==> src/rtl/s3g_pkg.sv <==
// Shared S3G protocol constants, FSM encodings and the CRC-8/Maxim byte helper.
package s3g_pkg;

    localparam logic [7:0] S3G_START_BYTE = 8'hD5;
    localparam logic [7:0] CRC8_POLY_REFL = 8'h8C;

    // Response codes returned by the command executor.
    localparam logic [7:0] RC_OK          = 8'h81;
    localparam logic [7:0] RC_UNSUPPORTED = 8'h85;

    typedef enum logic [2:0] {
        ST_IDLE    = 3'd0,
        ST_START   = 3'd1,
        ST_LEN     = 3'd2,
        ST_PAYLOAD = 3'd3,
        ST_CRC     = 3'd4,
        ST_WAIT    = 3'd5
    } framer_state_t;

    // Where WAIT goes once the transceiver reports the byte as sent.
    typedef enum logic [1:0] {
        NX_LEN     = 2'd0,
        NX_PAYLOAD = 2'd1,
        NX_CRC     = 2'd2,
        NX_DONE    = 2'd3
    } framer_next_t;

    // CRC-8/Maxim (reflected, LSB first) folded over one data byte.
    function automatic logic [7:0] crc8_maxim_byte(input logic [7:0] crc, input logic [7:0] data);
        logic [7:0] c;
        c = crc ^ data;
        for (int i = 0; i < 8; i++) begin
            if (c[0]) begin
                c = (c >> 1) ^ CRC8_POLY_REFL;
            end else begin
                c = c >> 1;
            end
        end
        return c;
    endfunction

endpackage

==> src/rtl/s3g_payload_buf.sv <==
// Byte RAM holding one response payload: one write port, one registered read port.
module s3g_payload_buf #(
    parameter int unsigned DEPTH = 32,
    parameter int unsigned AW    = 5
) (
    input  logic          clk,
    input  logic          rst_n,
    input  logic          wr_en,
    input  logic [AW-1:0] wr_addr,
    input  logic [7:0]    wr_data,
    input  logic [AW-1:0] rd_addr,
    output logic [7:0]    rd_data
);

    logic [7:0] mem_q [DEPTH];
    logic [7:0] rd_data_q;

    // Storage array; the controller never writes past DEPTH-1.
    always_ff @(posedge clk) begin
        if (wr_en) begin
            mem_q[wr_addr] <= wr_data;
        end else begin
            mem_q[wr_addr] <= mem_q[wr_addr];
        end
    end

    // Registered read; addresses beyond the array return zero.
    always_ff @(posedge clk or negedge rst_n) begin
        if (!rst_n) begin
            rd_data_q <= 8'h00;
        end else if (32'(rd_addr) < DEPTH) begin
            rd_data_q <= mem_q[rd_addr];
        end else begin
            rd_data_q <= 8'h00;
        end
    end

    assign rd_data = rd_data_q;

endmodule

==> src/rtl/s3g_resp_framer.sv <==
// Frames a buffered S3G response as D5, len, payload, CRC-8/Maxim, paced by tx_done.
module s3g_resp_framer
    import s3g_pkg::*;
#(
    parameter int unsigned MAX_PAYLOAD = 32,
    parameter logic [7:0]  START_BYTE  = S3G_START_BYTE
) (
    input  logic        clk,
    input  logic        rst_n,
    input  logic [7:0]  pl_data,
    input  logic        pl_wr,
    input  logic        pl_commit,
    output logic        busy,
    output logic        overflow,
    output logic [7:0]  tx_data,
    output logic        tx_wr,
    input  logic        tx_done,
    output logic [15:0] frames_sent
);

    localparam int unsigned AW      = (MAX_PAYLOAD > 1) ? $clog2(MAX_PAYLOAD) : 1;
    localparam logic [8:0]  MAX_LEN = 9'(MAX_PAYLOAD);

    if (MAX_PAYLOAD < 1 || MAX_PAYLOAD > 255) begin : g_bad_max_payload
        $error("s3g_resp_framer: MAX_PAYLOAD must be within 1..255");
    end

    framer_state_t state_q, state_d;
    framer_next_t  next_q, next_d;
    logic [7:0]    wptr_q, wptr_d;
    logic [7:0]    rptr_q, rptr_d;
    logic [7:0]    len_q, len_d;
    logic [7:0]    crc_q, crc_d;
    logic          busy_q, busy_d;
    logic          overflow_q, overflow_d;
    logic          dropped_q, dropped_d;   // a write was dropped since the last accepted commit
    logic [7:0]    tx_data_q, tx_data_d;
    logic          tx_wr_q, tx_wr_d;
    logic [15:0]   frames_q, frames_d;
    logic          buf_we_s;
    logic [7:0]    buf_rd_s;

    // Read address follows the next read pointer so buf_rd_s equals buf[rptr_q] during WAIT.
    s3g_payload_buf #(
        .DEPTH (MAX_PAYLOAD),
        .AW    (AW)
    ) u_buf (
        .clk     (clk),
        .rst_n   (rst_n),
        .wr_en   (buf_we_s),
        .wr_addr (wptr_q[AW-1:0]),
        .wr_data (pl_data),
        .rd_addr (rptr_d[AW-1:0]),
        .rd_data (buf_rd_s)
    );

    // Next-state, buffer control and next output values; each byte strobe is set on entry to its state.
    always_comb begin
        state_d    = state_q;
        next_d     = next_q;
        wptr_d     = wptr_q;
        rptr_d     = rptr_q;
        len_d      = len_q;
        crc_d      = crc_q;
        busy_d     = busy_q;
        overflow_d = overflow_q;
        dropped_d  = dropped_q;
        tx_data_d  = tx_data_q;
        tx_wr_d    = 1'b0;
        frames_d   = frames_q;
        buf_we_s   = 1'b0;

        if (pl_wr && (state_q != ST_IDLE)) begin
            overflow_d = 1'b1;
            dropped_d  = 1'b1;
        end else begin
            dropped_d  = dropped_d;
        end

        case (state_q)
            ST_IDLE: begin
                if (pl_wr) begin
                    if ({1'b0, wptr_q} < MAX_LEN) begin
                        buf_we_s = 1'b1;
                        wptr_d   = wptr_q + 8'd1;
                    end else begin
                        overflow_d = 1'b1;
                        dropped_d  = 1'b1;
                    end
                end else begin
                    buf_we_s = 1'b0;
                end
                if (pl_commit) begin
                    len_d      = wptr_d;
                    rptr_d     = 8'd0;
                    crc_d      = 8'h00;
                    busy_d     = 1'b1;
                    overflow_d = dropped_d;
                    dropped_d  = 1'b0;
                    tx_data_d  = START_BYTE;
                    tx_wr_d    = 1'b1;
                    state_d    = ST_START;
                end else begin
                    state_d = ST_IDLE;
                end
            end
            ST_START: begin
                next_d  = NX_LEN;
                state_d = ST_WAIT;
            end
            ST_LEN: begin
                next_d  = (len_q != 8'd0) ? NX_PAYLOAD : NX_CRC;
                state_d = ST_WAIT;
            end
            ST_PAYLOAD: begin
                crc_d   = crc8_maxim_byte(crc_q, tx_data_q);
                rptr_d  = rptr_q + 8'd1;
                next_d  = (({1'b0, rptr_q} + 9'd1) < {1'b0, len_q}) ? NX_PAYLOAD : NX_CRC;
                state_d = ST_WAIT;
            end
            ST_CRC: begin
                next_d  = NX_DONE;
                state_d = ST_WAIT;
            end
            ST_WAIT: begin
                if (tx_done) begin
                    case (next_q)
                        NX_LEN: begin
                            tx_data_d = len_q;
                            tx_wr_d   = 1'b1;
                            state_d   = ST_LEN;
                        end
                        NX_PAYLOAD: begin
                            tx_data_d = buf_rd_s;
                            tx_wr_d   = 1'b1;
                            state_d   = ST_PAYLOAD;
                        end
                        NX_CRC: begin
                            tx_data_d = crc_q;
                            tx_wr_d   = 1'b1;
                            state_d   = ST_CRC;
                        end
                        NX_DONE: begin
                            busy_d   = 1'b0;
                            wptr_d   = 8'd0;
                            frames_d = frames_q + 16'd1;
                            state_d  = ST_IDLE;
                        end
                        default: begin
                            state_d = ST_IDLE;
                        end
                    endcase
                end else begin
                    state_d = ST_WAIT;
                end
            end
            default: begin
                state_d = ST_IDLE;
            end
        endcase
    end

    // State and registered outputs; reset aborts any frame in flight.
    always_ff @(posedge clk or negedge rst_n) begin
        if (!rst_n) begin
            state_q    <= ST_IDLE;
            next_q     <= NX_LEN;
            wptr_q     <= 8'd0;
            rptr_q     <= 8'd0;
            len_q      <= 8'd0;
            crc_q      <= 8'h00;
            busy_q     <= 1'b0;
            overflow_q <= 1'b0;
            dropped_q  <= 1'b0;
            tx_data_q  <= 8'h00;
            tx_wr_q    <= 1'b0;
            frames_q   <= 16'd0;
        end else begin
            state_q    <= state_d;
            next_q     <= next_d;
            wptr_q     <= wptr_d;
            rptr_q     <= rptr_d;
            len_q      <= len_d;
            crc_q      <= crc_d;
            busy_q     <= busy_d;
            overflow_q <= overflow_d;
            dropped_q  <= dropped_d;
            tx_data_q  <= tx_data_d;
            tx_wr_q    <= tx_wr_d;
            frames_q   <= frames_d;
        end
    end

    assign busy        = busy_q;
    assign overflow    = overflow_q;
    assign tx_data     = tx_data_q;
    assign tx_wr       = tx_wr_q;
    assign frames_sent = frames_q;

endmodule

==> config.mk <==
export PLATFORM = sky130hd
export DESIGN_NAME = s3g_resp_framer
export DESIGN_NICKNAME = d
export VERILOG_FILES = /design/src/rtl/s3g_pkg.sv /design/src/rtl/s3g_payload_buf.sv /design/src/rtl/s3g_resp_framer.sv
export SDC_FILE = /design/constraint.sdc
export NUM_CORES = 1
export LEC_CHECK = 0
export ABC_AREA = 1
export ABC_CLOCK_PERIOD_IN_PS = 1900
export CAP_MARGIN = 20
export CORE_UTILIZATION = 25
export DETAILED_ROUTE_END_ITERATION = 10
export PLACE_DENSITY = 0.39
export SYNTH_ARGS = -nofsm -noshare
export SYNTH_HDL_FRONTEND = slang
export SYNTH_SLANG_ARGS = --single-unit
==> constraint.sdc <==
create_clock -name clk -period 1.9 [get_ports clk]
set_clock_uncertainty 0.1 [all_clocks]
set_input_delay 0.38 -clock clk [delete_from_list [all_inputs] [get_ports clk]]
set_output_delay 0.38 -clock clk [all_outputs]
set_load 0.005 [all_outputs]
**Word-level counts from Yosys, hierarchy flattened**

Memory sizes are Yosys's and may differ from the RTL's. A register that Yosys moved wholly into a read port is not among the register bits.
Index checks and enable logic that the tools add are counted.

- Memories: 1
- Word-level logic and storage cells: 121
- Bits in writable memories: 256
- Output and inout bits: 27
- Bits of input ports: 13
- Register bits after elaboration: 65

- $add $sub $neg: 4
- Multiplexer cells: 60
- $lt $le $gt $ge: 2
- Bitwise logic cells: 10
- Equal/unequal tests: 13
- Reductions and logical operators: 18

Memory list:

| name | depth | width | read ports | clocked after memory_dff | wr ports | RTL line | source |
|---|---|---|---|---|---|---|---|
| u_buf.mem_q | 32 | 8 | 1 | 1 | 1 | s3g_payload_buf.sv:15 | `logic [7:0] mem_q [DEPTH];` |

Operator list:

| operator | count |
|---|---|
| two-way mux 8 bit | 24 |
| one-hot mux 8 bit (2 select lines) | 4 |
| NOT 2 -> 3 bit | 8 |
| one-hot mux 8 bit (3 select lines) | 1 |
| two-way mux 1 bit | 23 |
| adder 16 x 1 -> 16 bit, second input constant | 1 |
| adder 8 x 1 -> 8 bit, second input constant | 2 |
| one-hot mux 3 bit (4 select lines) | 1 |
| adder 8 x 1 -> 9 bit, second input constant | 1 |
| less-than comparator 9 x 8 -> 1 bit | 1 |
| one-hot mux 3 bit (3 select lines) | 1 |
| less-than comparator 8 x 6 -> 1 bit, second input constant | 1 |
| one-hot mux 2 bit (4 select lines) | 1 |
| AND reduction 4 bit | 2 |
| nonzero test 8 bit | 1 |
| XOR 8 bit | 1 |
| equality test 3 x 2 -> 1 bit, second input constant | 2 |
| equality test 3 bit, second input constant | 2 |
| AND reduction 2 bit | 3 |
| AND reduction 3 bit | 2 |
| equality test 2 bit, second input constant | 2 |
| two-way mux 2 bit | 2 |
| inequality test 2 bit, second input constant | 2 |
| inequality test 4 x 1 -> 1 bit, second input constant | 1 |
| 16 further kinds | 18 |

**Longest topological paths before layout**

Gate-level depths: netlist (run 1).

- Word-level depth: 25
- Gate-level depth with buffers: 16
- Depth with buffers taken out: 15

**Modules after synthesis**

Synthesis (run 1) repeated with hierarchy kept, for this count alone.

- Cells, all modules: 1361
- Area total of the unflattened synthesis: 14427.6 um^2

Modules (own cells, without submodules):

| module | cells an instance | times used | seq. area each (um^2) | area an instance (um^2) |
|---|---|---|---|---|
| s3g_payload_buf | 922 | 1 | 7887.6 | 10827.9 |
| s3g_resp_framer | 439 | 1 | 1626.6 | 3599.7 |

**Worst setup path after synthesis (run 1)**

OpenSTA, ideal clock, no wires.

- Kind: flip-flop to flip-flop
- Start: register state_q[1]
- End: memory u_buf.mem_q[17][0], enable pin
- Slack: -0.221 ns
- Arrival: 1.650 ns
- Buffers on the path: 1
- Data required time: 1.430 ns
- Period minus slack after synthesis: 2.121 ns
- Setup time: 0.370 ns
- Stages on the path, launching flop included: 7
- Cells stage by stage: dfrtp_1 > nor2_4 > nand2_1 > buf_2 > nor2_1 > nand4_1 > nor2_1

- Longest elaborated chain between the ends: 5
- Elaborated cells between the ends (all ways): 7
- Classes of those cells: mux: 4; bitwise: 1; reduce/logical: 2

Ends and longest elaborated chain:

| what | RTL line | source |
|---|---|---|
| start, declared | s3g_resp_framer.sv:28 | `framer_state_t state_q, state_d;` |
| start signal, assigned | s3g_resp_framer.sv:179 | `state_q <= state_d;` |
| zero test 3 bit (*) | s3g_resp_framer.sv:80 | `case (state_q)` |
| two-way mux 1 bit (*) | s3g_resp_framer.sv:80 |  |
| two-way mux 1 bit, on equally long branches | s3g_payload_buf.sv:20, s3g_payload_buf.sv:23 |  |
| two-way mux 1 bit (not written as such) / AND reduction 2 bit (equally long branches) | n/a |  |
| bitwise OR 1 bit (no source line) (*) | n/a |  |
| end, declared | s3g_payload_buf.sv:15 |  |

Every way passes the cells marked *; elsewhere a longest branch is shown, timed or not.

**Final worst setup path (run 1)**

- Start: register rptr_q[0]
- End: register u_buf.rd_data_q[0], in the netlist u_buf.rd_data[0], read port of u_buf.mem_q

- Longest elaborated chain between the ends: 2
- Elaborated cells between the ends (all ways): 3
- Classes of those cells: add/sub: 1; mux: 2

Ends and longest elaborated chain:

| what | RTL line | source |
|---|---|---|
| start, declared | s3g_resp_framer.sv:31 | `logic [7:0] rptr_q, rptr_d;` |
| start signal, assigned | s3g_resp_framer.sv:182 | `rptr_q <= rptr_d;` |
| adder 8 x 1 -> 8 bit / two-way mux 8 bit (equally long branches) | s3g_resp_framer.sv:117, s3g_resp_framer.sv:93 |  |
| one-hot mux 8 bit (2 select lines) (*) | s3g_resp_framer.sv:80 |  |
| end, declared | s3g_payload_buf.sv:16 | `logic [7:0] rd_data_q;` |

Every way passes the cells marked *; elsewhere a longest branch is shown, timed or not. The select of a mux whose other input is x is not followed.
A chain may end at the register's enable or synchronous reset.

==> summary.txt, run 1 <==
Global route
  – First-pass GRT wire length: around 73000 µm
  – Vias in the first global route: 11500
  – Initial antenna violation count: 1
  – Global route overflow: 0
  – Largest net degree at the start of global routing: 43
  – Gr usage total: around 16%

Setup path
  – R2R setup slack: -230 ps
  – Worst EP required: between 2000 and 2500 ps
  – Critical Path Start Type: register
  – Crit path max fanout: 6
  – Critical path endpoint category: register
  – CP peak stage delay: around 410 ps
  – CP most frequent cell: nand2_1
  – Reg-to-reg endpoint: u_buf.rd_data[0]
  – Reg2reg start: rptr_q[0]
  – Worst-path cell chain: ha_2, nand2_1, nand3_2, nand2_4, buf_12, buf_12, buf_16, nand3_1, nand3_2, nand3_2, nand2_1, nand2_1, nand2_1
  – Worst R2R Path Depth: 13
  – Worst EP arrival: approximately 2500 ps
  – Crit path kind: register to register
  – Slowest stage cell, crit path: dfrtp_1

Power and ir drop
  – Register share of total power: between 20% and 30%
  – NetSw: about 12 mW
  – Pwr Density: roughly 1500 mW/mm²
  – Clock share of power: between 20% and 30%
  – Switching fraction of total power: about two fifths
  – Leak: a little under 9 nW
  – Combinational power share: 47.3%
  – Maximum VDD drop: 676 µV
  – Int Pwr: between 15 and 20 mW

Timing
  – Final slew viol count: 0
  – Worst slew margin: around 56%
  – Unrepaired setup endpoints after global routing: yes
  – Setup ws final: -227 ps
  – Min Tclk post-route: 2130 ps
  – Max Fclk: 470 MHz
  – Final setup fails: 226
  – Final period utilization: 112%
  – Worst-Margin Slew: between 600 and 700 ps
  – Final Hold Fails: 0
  – Setup TNS: -32130 ps

Yosys
  – Top cells by area, synth: edfxtp_1, dfrtp_1, nand3_1, nand2_1, inv_1
  – Syn_nets: between 1500 and 2000
  – Synth warn: 0
  – Mapped Cells: between 1000 and 1500
  – Syn Area/Cell: approximately 10 µm²
  – Top post-synthesis cells by count: nand2_1, nand3_1, edfxtp_1, inv_1, dfrtp_1
  – FFs w/ async S/R, synth: about 22%
  – Main synth FF type: edfxtp_1
  – Post-Syn Area: between 0.015 and 0.02 mm²
  – Post-synth top area share: roughly half
  – Area leader, netlist: edfxtp_1
  – Seq/Total Area, Yosys: around 63%
  – Yosys reg bits: 329
  – Top-count cell post-synth: nand2_1
  – Post-synth EDFFs: approximately 260
  – Distinct cells, synth: 39

Final layout
  – Fill count: 5980
  – Multi-input gate area: 0.00550 mm²
  – Register area: 0.00952 mm²
  – Layout area overhead: 39.3%
  – Layout cell share with drive strength beyond 1: 26.7%
  – Final net count: approximately 1700
  – Antenna diodes: 0
  – Final std cells w/o fill: approximately 2500

Routing
  – Routed Antenna Nets: 0
  – Via count: 11300
  – DRC viols: 4
  – Via-per-instance ratio: ~4.5
  – WL per Instance: between 15 and 20 µm
  – First-pass DRT Iterations: 10
  – Initial DRC Count: 666
  – WL final: roughly 49000 µm

Die
  – Die height: approximately 250 µm
  – I/O pin count: 40
  – CORE AREA: between 0.05 and 0.06 mm²
  – Total die area: roughly 0.061 mm²
  – Initial Utilization: around a quarter
  – Chip width: ~250 µm
  – FP Rows: 89

CTS
  – Clk root buf: clkbuf_16
  – CTS tree: done
  – Clock Pin Slew Worst Setup and Hold Paths: approximately 60 ps
  – CTS H-Tree Depth: 2
  – CTS Buf Count: 41
  – Clock buffer depth: 3
  – CTS sink count: roughly 330
  – Clock Latency Late Sink: approximately 560 ps

Job
  – MaxCap Viol Count: 0

Outcome
  – Status: finished, violations left
  – Failing checks: design-rule violations, negative setup slack

Placed design
  – Placer's final routability congestion estimate: 0.807
  – DP HPWL: roughly 30000 µm
  – # port buffers: 39
  – Cell total after placement: between 2000 and 2500

Min path
  – Min-delay worst type: primary input to async pin
power groups by stage:
| stage | Clock [mW] | Sequential, mW | Combinational [mW] |
|---|---|---|---|
| after floorplan | 0 | 8.80 | 6.63 |
| after global placement | 0 | 9.11 | 10.8 |
| after detailed placement | 0 | 9.10 | 10.8 |
| after CTS | 7.62 | 8.89 | 13.9 |
| after global routing | 7.88 | 8.96 | 15.9 |
| final | 7.41 | 8.90 | 14.6 |
metrics by stage:
stage	cell area (µm²)	total power, mW	worst slack [ps]	hold slack, ps	utilization, %
2_1_floorplan	15200	15.4	-123	-15.6	-
3_3_place_gp	17800	19.9	-762	267	30.1
3_5_place_dp	17800	19.9	-770	267	30.1
4_1_cts	20500	30.5	-234	207	34.6
5_1_grt	21000	32.7	-337	267	35.4
6_report	21000	31.0	-227	218	35.4
kinds of logic after synthesis:
group / count (synthesis) / synth area share, %
xor+xnor: 39 / 2.26
fa+ha+maj: 18 / 1.49
buf+inv: 259 / 7.25
simple gates: 766 / 23.0
flops: 329 / 63.1
compound gates: 71 / 2.89
worst max-delay path by stage:
stage	startpoint	to	slack, ps	cells after the start
2_1_floorplan	state_q[0]	u_buf.mem_q[16][0]	-120	6
3_3_place_gp	pl_commit	u_buf.rd_data[1]	-760	13
3_5_place_dp	pl_commit	u_buf.rd_data[3]	-770	13
4_1_cts	state_q[1]	u_buf.rd_data[4]	-230	12
5_1_grt	state_q[0]	u_buf.rd_data[1]	-340	15
6_report	rptr_q[0]	u_buf.rd_data[0]	-230	13
timing repair:
action | CTS | global route
hold endpoints to repair | 26 | 0
cloned | 9 | 3
hold buffers | 1 | 0
pin swaps | 63 | 44
gates resized for setup | 209 | 74
buffers inserted | 46 | 8
endpoints found under the setup margin | 293 | 272
final cells by class:
type,count,share of cell area (%)
flip-flops and latches,329,45.3
multi-input cells,894,26.2
repair buffers,252,14.7
clock buffers,49,5.03
well taps,773,4.60
inverters,187,3.34
clock inverters,21,0.875
sequential cells by signal (all words and copies together), names as in the netlist:
| register | cells |
|---|---|
| busy | 1 |
| crc_q | 8 |
| dropped_q | 1 |
| frames_sent | 16 |
| len_q | 8 |
| next_q | 2 |
| overflow | 1 |
| rptr_q | 8 |
| state_q | 3 |
| tx_data | 8 |
| tx_wr | 1 |
| u_buf.mem_q | 256 |
| u_buf.rd_data | 8 |
| wptr_q | 8 |
metal layers:
layer  track usage, %  up-vias  wire, µm
met5                0        -        13
met1             22.0     5577     22600
li1                 -     5440         -
met4             5.11        2      1120
met2             26.0      255     23000
met3             2.72       66      2350
layout by cell type (no fill, tap or decap), types with 17 or more instances in the layout:
master and instances:
o21ai_0 25, nand2_1 322, edfxtp_1 256, nand3_2 90, nor2_1 24, nand3b_1 32, buf_6 31, ha_1 17
dlygate4sd2_1 26, nand2_2 26, dfrtp_1 69, buf_4 108, xnor2_1 20, clkbuf_16 44, inv_1 181, nand3_1 196
nor2_4 32, buf_12 59
critical path, delay by kind of cell (launching register included):
| family | cells | cell delay, ps |
|---|---|---|
| buffers and inverters | 3 | 430 |
| and+or+nand+nor | 9 | 710 |
| DFF | 1 | 410 |
| adders and majority gates | 1 | 350 |
No activity file was read; power rests on OpenSTA's default activity.
==> inputs of run 2 (changes only) <==
--- a/config.mk
+++ b/config.mk
@@ -8,9 +8,9 @@
 export ABC_AREA = 1
 export ABC_CLOCK_PERIOD_IN_PS = 1900
 export CAP_MARGIN = 20
-export CORE_UTILIZATION = 25
+export CORE_UTILIZATION = 50
 export DETAILED_ROUTE_END_ITERATION = 10
-export PLACE_DENSITY = 0.39
+export PLACE_DENSITY = 0.68
 export SYNTH_ARGS = -nofsm -noshare
 export SYNTH_HDL_FRONTEND = slang
 export SYNTH_SLANG_ARGS = --single-unit
==> run 2 against run 1 <==
The run ends with negative setup slack left. Sequential power about the same. Clock power decreased by 6.5%. Sequential share of layout area increased by 2.4 points. Cell area decreased by 4.9%. Die area decreased by 50%. Via count increased by 5.0%. Maximum frequency decreased by 3.0%. Register-to-register slack got worse by 70 ps. Non-clock buffer count decreased by 22. Critical path depth unchanged. Clock-buffer cell count decreased by 5.
==> summary.txt, run 2 (synthesis results as in run 1) <==
Outcome
  – Status: finished, violations left (unchanged)
  – Failing checks: negative setup slack (was design-rule violations, negative setup slack)

Power and ir drop
  – Final Power: 29.6 mW (was 31.0 mW)
  – Maximum VDD drop: 883 µV (was 676 µV)
  – Leak: 8.45 nW (was 8.69 nW)
  – Pwr Density: 1480 mW/mm² (was 1470 mW/mm²)

Global route
  – Gr usage total: 27.7% (was 16.2%)
  – Largest net degree at the start of global routing: 35 (was 43)
  – First-pass GRT wire length: 64900 µm (was 73100 µm)
  – Global route overflow: 0 (unchanged)
  – Initial antenna violation count: 0 (was 1)
  – Vias in the first global route: 11400 (was 11500)

Die
  – I/O pin count: 40 (unchanged)
  – Total die area: 0.0309 mm² (was 0.0613 mm²)
  – Die height: 176 µm (was 248 µm)
  – Chip width: 176 µm (was 248 µm)
  – FP Rows: 63 (was 89)
  – Initial Utilization: 50.9% (was 25.4%)
  – CORE AREA: 0.0296 mm² (was 0.0594 mm²)

Setup path
  – Critical path endpoint category: register (unchanged)
  – CP delay by family, top: simple AND/OR/NAND/NOR gates (unchanged)
  – Worst EP arrival: 2560 ps (was 2470 ps)
  – Worst-path cell chain: nor2_4, nand3_4, nand3_4, buf_12, buf_16, nand3_1, nand2_1, nand2_1, nand3_1, nand3_1, nand2_2, nand2_1, nand2_1 (was ha_2, nand2_1, nand3_2, nand2_4, buf_12, buf_12, buf_16, nand3_1, nand3_2, nand3_2, nand2_1, nand2_1, nand2_1)
  – Crit path max fanout: 24 (was 6)
  – Slowest stage cell, crit path: dfrtp_2 (was dfrtp_1)
  – CP most frequent cell: nand2_1 (unchanged)
  – CP bufs+invs: 2 (was 3)
  – CP peak stage delay: 460 ps (was 410 ps)
  – Crit path kind: register to register (unchanged)
  – Worst EP required: 2260 ps (was 2250 ps)
  – Critical Path Start Type: register (unchanged)

Final layout
  – Fin util: 67.4% (was 35.4%)
  – Most frequent cells in the layout: nand2_1, edfxtp_1, nand3_1, inv_1, buf_4 (unchanged)
  – Layout cell share with drive strength beyond 1: 25.1% (was 26.7%)
  – Max reg flops: 256 (unchanged)
  – Reg with most FFs: u_buf.mem_q (unchanged)
  – Layout area overhead: 32.4% (was 39.3%)
  – Most common cell after layout, fill and taps aside: nand2_1 (unchanged)
  – Antenna diodes: 0 (unchanged)
  – Final net count: 1709 (was 1736)
  – Fill count: 2149 (was 5980)

CTS
  – Clk root buf: clkbuf_16 (unchanged)
  – CTS tree: done (unchanged)
  – Clock buffer depth: 3 (unchanged)
  – CTS Buf Count: 36 (was 41)
  – Clock Latency Late Sink: 520 ps (was 560 ps)
  – CTS sink count: 329 (unchanged)
  – Clock Pin Slew Worst Setup and Hold Paths: 60 ps (about the same)
  – CTS H-Tree Depth: 2 (unchanged)

Job
  – MaxCap Viol Count: 0 (unchanged)

Routing
  – WL final: 43800 µm (was 49100 µm)
  – Via-per-instance ratio: 5.69 (was 4.53)
  – Routed Antenna Nets: 0 (unchanged)
  – WL per Instance: 20.9 µm (was 19.6 µm)
  – Met3 WL: 3960 µm (was 2350 µm)
  – Initial DRC Count: 1132 (was 666)
  – First-pass DRT Iterations: 6 (was 10)
  – Highest routed layer: met4 (was met5)
  – Via count: 11900 (was 11300)
  – M1 WL: 17200 µm (was 22600 µm)
  – DRC viols: 0 (was 4)
  – WL met2: 20500 µm (was 23000 µm)

Timing
  – Final slew viol count: 0 (unchanged)
  – Worst-Margin Slew: 541 ps (was 664 ps)
  – Worst slew margin: 63.8% (was 55.6%)
  – Final Hold Fails: 0 (unchanged)
  – Worst hold slack: 193 ps (was 218 ps)
  – Final setup fails: 219 (was 226)
  – Unrepaired setup endpoints after global routing: yes (unchanged)
  – Max Fclk: 456 MHz (was 470 MHz)
  – Min Tclk post-route: 2190 ps (was 2130 ps)
  – Setup ws final: -294 ps (was -227 ps)
  – Final period utilization: 115% (was 112%)

Placed design
  – DP HPWL: 24800 µm (was 29900 µm)
  – Placer's final routability congestion estimate: 0.887 (was 0.807)
  – # port buffers: 39 (unchanged)

Min path
  – Min-delay worst type: primary input to async pin (unchanged)
-- run 2: repair_timing --
item                                    CTS  global route
hold buffers                              1             0
gates resized for setup                 145           117
pin swaps                                29            35
endpoints found under the hold margin    73             0
endpoints found under the setup margin  288           306
cloned                                   12             7
buffers inserted                         21            30
-- run 2: report_power, final --
part           internal [mW]  leakage, nW  switching (mW)  total, mW
sequential              8.32         3.22           0.570       8.89
clock                   4.03        0.565            2.89       6.93
combinational           5.77         4.66            7.98       13.8
total                   18.1         8.45            11.4       29.6
-- run 2: layout make-up --
type                       instances  area [µm²]  area share, %
clock buffer                      44         961           4.81
clock inverter                    20         200           1.00
inverter                         187         709           3.55
timing repair buffer             230        2750           13.8
sequential                       329        9520           47.7
multi-input combinational        894        5350           26.8
tap                              390         488           2.44
-- run 2: final timing paths --
| check | from | end | slack, ps | cells past startpoint |
|---|---|---|---|---|
| worst min register to register | frames_sent[15] | frames_sent[15] | 360 | 1 |
| worst min-delay path | rst_n | tx_data[5] | 190 | 2 |
| min in group clk | frames_sent[15] | frames_sent[15] | 360 | 1 |
| worst max-delay path | state_q[0] | u_buf.rd_data[4] | -290 | 13 |
| worst max register to register | state_q[0] | u_buf.rd_data[4] | -290 | 13 |
| max in group asynchronous | rst_n | state_q[1] | 1000 | 3 |
-- run 2: per-layer routing --
metal,vias to the layer above,track usage [%]
li1,5374,-
met1,5727,37.7
met2,646,44.0
met3,165,4.20
met4,0,12.4
met5,-,0
-- run 2: per-stage QoR --
step           setup WS (ps)  std cells  instance area [µm²]  TNS (ps)
2_1_floorplan           -123       1482                15200     -3720
3_3_place_gp            -550       1963                16900   -107300
3_5_place_dp            -565       1963                16900   -105960
4_1_cts                 -171       2061                19100    -30700
5_1_grt                 -366       2094                20000    -48570
6_report                -294       2094                20000    -31290
==> inputs of run 3 (changes only) <==
--- a/config.mk
+++ b/config.mk
@@ -6,7 +6,7 @@
 export NUM_CORES = 1
 export LEC_CHECK = 0
 export ABC_AREA = 1
-export ABC_CLOCK_PERIOD_IN_PS = 1900
+export ABC_CLOCK_PERIOD_IN_PS = 1950
 export CAP_MARGIN = 20
 export CORE_UTILIZATION = 50
 export DETAILED_ROUTE_END_ITERATION = 10
==> constraint.sdc (replaced) <==
create_clock -name clk -period 1.95 [get_ports clk]
set_clock_uncertainty 0.1 [all_clocks]
set_input_delay 0.39 -clock clk [delete_from_list [all_inputs] [get_ports clk]]
set_output_delay 0.39 -clock clk [all_outputs]
set_load 0.005 [all_outputs]
==> run 3 against run 2 <==
Final cell count is 0.24% higher. Highest routed layer unchanged. Setup slack improved by 61 ps. Critical endpoint is now u_buf.rd_data[3]. Largest power group unchanged. Sequential power down 3.3%. Hold slack better by 91 ps. The flow still finishes with violations (negative setup slack). Clock power is 0.9% lower. Non-clock buffer count up 4. Sequential share of layout area is 0.74 points higher. Routed wire length down 4.6%. Cell area decreased by 1.6%.
==> summary.txt, run 3 (synthesis results as in run 1) <==
Routing
  – DRC viols: 0 (unchanged)
  – Via count: 11500 (was 11900)
  – First-pass DRT Iterations: 5 (was 6)
  – Via-per-instance ratio: 5.49 (was 5.69)
  – Routed Antenna Nets: 0 (unchanged)
  – Initial DRC Count: 1155 (was 1132)
  – WL final: 41800 µm (was 43800 µm)
  – WL per Instance: 19.9 µm (was 20.9 µm)

Power and ir drop
  – Leak: 8.28 nW (was 8.45 nW)
  – Final Power: 28.5 mW (was 29.6 mW)
  – Maximum VDD drop: 978 µV (was 883 µV)
  – Pwr Density: 1450 mW/mm² (was 1480 mW/mm²)

Setup path
  – Critical path endpoint category: register (unchanged)
  – Crit path kind: register to register (unchanged)
  – Reg2reg start: state_q[0] (unchanged)
  – Critical Path Start Type: register (unchanged)
  – Worst R2R Path Depth: 14 (was 13)
  – Crit path max fanout: 19 (was 24)
  – Worst EP required: 2260 ps (about the same)
  – Worst path depth: 14 (was 13)
  – CP delay by family, top: simple AND/OR/NAND/NOR gates (unchanged)
  – R2R setup slack: -230 ps (was -290 ps)
  – Worst EP arrival: 2490 ps (was 2560 ps)
  – Slowest stage cell, crit path: dfrtp_2 (unchanged)
  – CP bufs+invs: 2 (unchanged)
  – CP most frequent cell: nand2_1 (unchanged)
  – Reg-to-reg endpoint: u_buf.rd_data[3] (was u_buf.rd_data[4])
  – Worst-path cell chain: nor2_4, nand3_4, nand3_4, buf_12, nand2_8, buf_16, nand2_1, nand2_1, nand2_1, nand3_1, nand3_1, nand2_1, nand2_2, nand2_1 (was nor2_4, nand3_4, nand3_4, buf_12, buf_16, nand3_1, nand2_1, nand2_1, nand3_1, nand3_1, nand2_2, nand2_1, nand2_1)
  – CP peak stage delay: 440 ps (was 460 ps)

Final layout
  – Reg with most FFs: u_buf.mem_q (unchanged)
  – Design Area, Final: 0.0197 mm² (was 0.0200 mm²)
  – Most common cell after layout, fill and taps aside: nand2_1 (unchanged)
  – Layout cell share with drive strength beyond 1: 22.1% (was 25.1%)
  – Final net count: 1713 (was 1709)
  – Layout area overhead: 30.4% (was 32.4%)
  – Most frequent cells in the layout: nand2_1, edfxtp_1, nand3_1, inv_1, buf_4 (unchanged)
  – Fill count: 2221 (was 2149)
  – Final std cells w/o fill: 2099 (was 2094)
  – Antenna diodes: 0 (unchanged)
  – Max reg flops: 256 (unchanged)

Global route
  – Initial antenna violation count: 0 (unchanged)
  – Largest net degree at the start of global routing: 61 (was 35)
  – First-pass GRT wire length: 61400 µm (was 64900 µm)
  – Gr usage total: 26.1% (was 27.7%)
  – Global route overflow: 0 (unchanged)
  – Vias in the first global route: 10900 (was 11400)

Timing
  – Worst-Margin Slew: 556 ps (was 541 ps)
  – Max Fclk: 458 MHz (was 456 MHz)
  – Final slew viol count: 0 (unchanged)
  – Final period utilization: 112% (was 115%)
  – Min Tclk post-route: 2180 ps (was 2190 ps)
  – Setup ws final: -234 ps (was -294 ps)
  – Setup TNS: -6410 ps (was -31290 ps)
  – Worst slew margin: 62.8% (was 63.8%)
  – Final setup fails: 82 (was 219)
  – Unrepaired setup endpoints after global routing: yes (unchanged)
  – Final Hold Fails: 0 (unchanged)

Job
  – MaxCap Viol Count: 0 (unchanged)

CTS
  – CTS H-Tree Depth: 2 (unchanged)
  – Clock Pin Slew Worst Setup and Hold Paths: 70 ps (was 60 ps)
  – Clock buffer depth: 3 (unchanged)
  – CTS tree: done (unchanged)
  – CTS Buf Count: 35 (was 36)
  – Clk root buf: clkbuf_16 (unchanged)
  – Clock Latency Late Sink: 520 ps (about the same)
  – CTS sink count: 329 (unchanged)

Placed design
  – Area after DPL: 0.0169 mm² (about the same)
  – Placer's final routability congestion estimate: 0.922 (was 0.887)
  – Cell total after placement: 1966 (was 1963)
  – # port buffers: 39 (unchanged)
  – DP HPWL: 24700 µm (was 24800 µm)

Die
  – Chip width: 176 µm (unchanged)
  – I/O pin count: 40 (unchanged)
  – CORE AREA: 0.0296 mm² (unchanged)
  – Total die area: 0.0309 mm² (unchanged)
  – FP Rows: 63 (unchanged)
  – Initial Utilization: 50.9% (unchanged)
  – Die height: 176 µm (unchanged)

Outcome
  – Status: finished, violations left (unchanged)
  – Failing checks: negative setup slack (unchanged)

Min path
  – Min-delay worst type: primary input to async pin (unchanged)
run 3: changes by cell type in the layout (fill, tap and decap cells not counted), sizes merged:
cell           previous run  this run
nand2                   353       354
buf                     183       182
clkinvlp                  2         3
inv                     189       188
clkinv                   13        11
clkbuf                   51        58
clkdlybuf4s50            24        38
dlymetal6s2s             14         0
run 3: final cells by class:
type,count,area (µm²),share of cell area (%)
Tap cell,390,488,2.48
Clock inverter,18,180,0.916
Timing Repair Buffer,234,2670,13.6
Clock buffer,46,1020,5.18
Sequential cell,329,9520,48.4
Multi-Input combinational cell,895,5090,25.9
Inverter,187,707,3.59
run 3: per-layer routing:
layer  vias to the layer above  GRT usage [%]  wire (µm)
met3                       102           3.57       2980
met1                      5539           34.4      16700
met4                         0           10.5       1360
met5                         -              0          0
li1                       5391              -          -
met2                       489           43.8      20700
run 3: worst max-delay path by stage:
stage,to,slack (ps),from
2_1_floorplan,u_buf.mem_q[16][0],-80,state_q[0]
3_3_place_gp,u_buf.rd_data[3],-500,pl_commit
3_5_place_dp,u_buf.rd_data[3],-520,pl_commit
4_1_cts,u_buf.rd_data[4],-180,state_q[1]
5_1_grt,u_buf.rd_data[3],-300,state_q[2]
6_report,u_buf.rd_data[3],-230,state_q[0]
run 3: through the flow:
step           util [%]  setup slack (ps)  hold slack (ps)
2_1_floorplan         -             -79.8            -5.59
3_3_place_gp       57.0              -496              289
3_5_place_dp       57.0              -521              294
4_1_cts            63.4              -179              294
5_1_grt            66.4              -302              325
6_report           66.4              -234              284
run 3: report_power, final:
group,switching [mW],internal (mW),total [mW]
registers,0.496,8.10,8.60
clock network,2.77,4.10,6.87
logic,7.51,5.48,13.0
run 3: what timing repair did:
item / CTS / global route
setup endpoints to repair: 164 / 282
pin swaps: 21 / 42
resized for setup: 53 / 125
buffers inserted: 33 / 18
endpoints found under the hold margin: 34 / 0
gates cloned: 6 / 15
hold buffers: 1 / 0
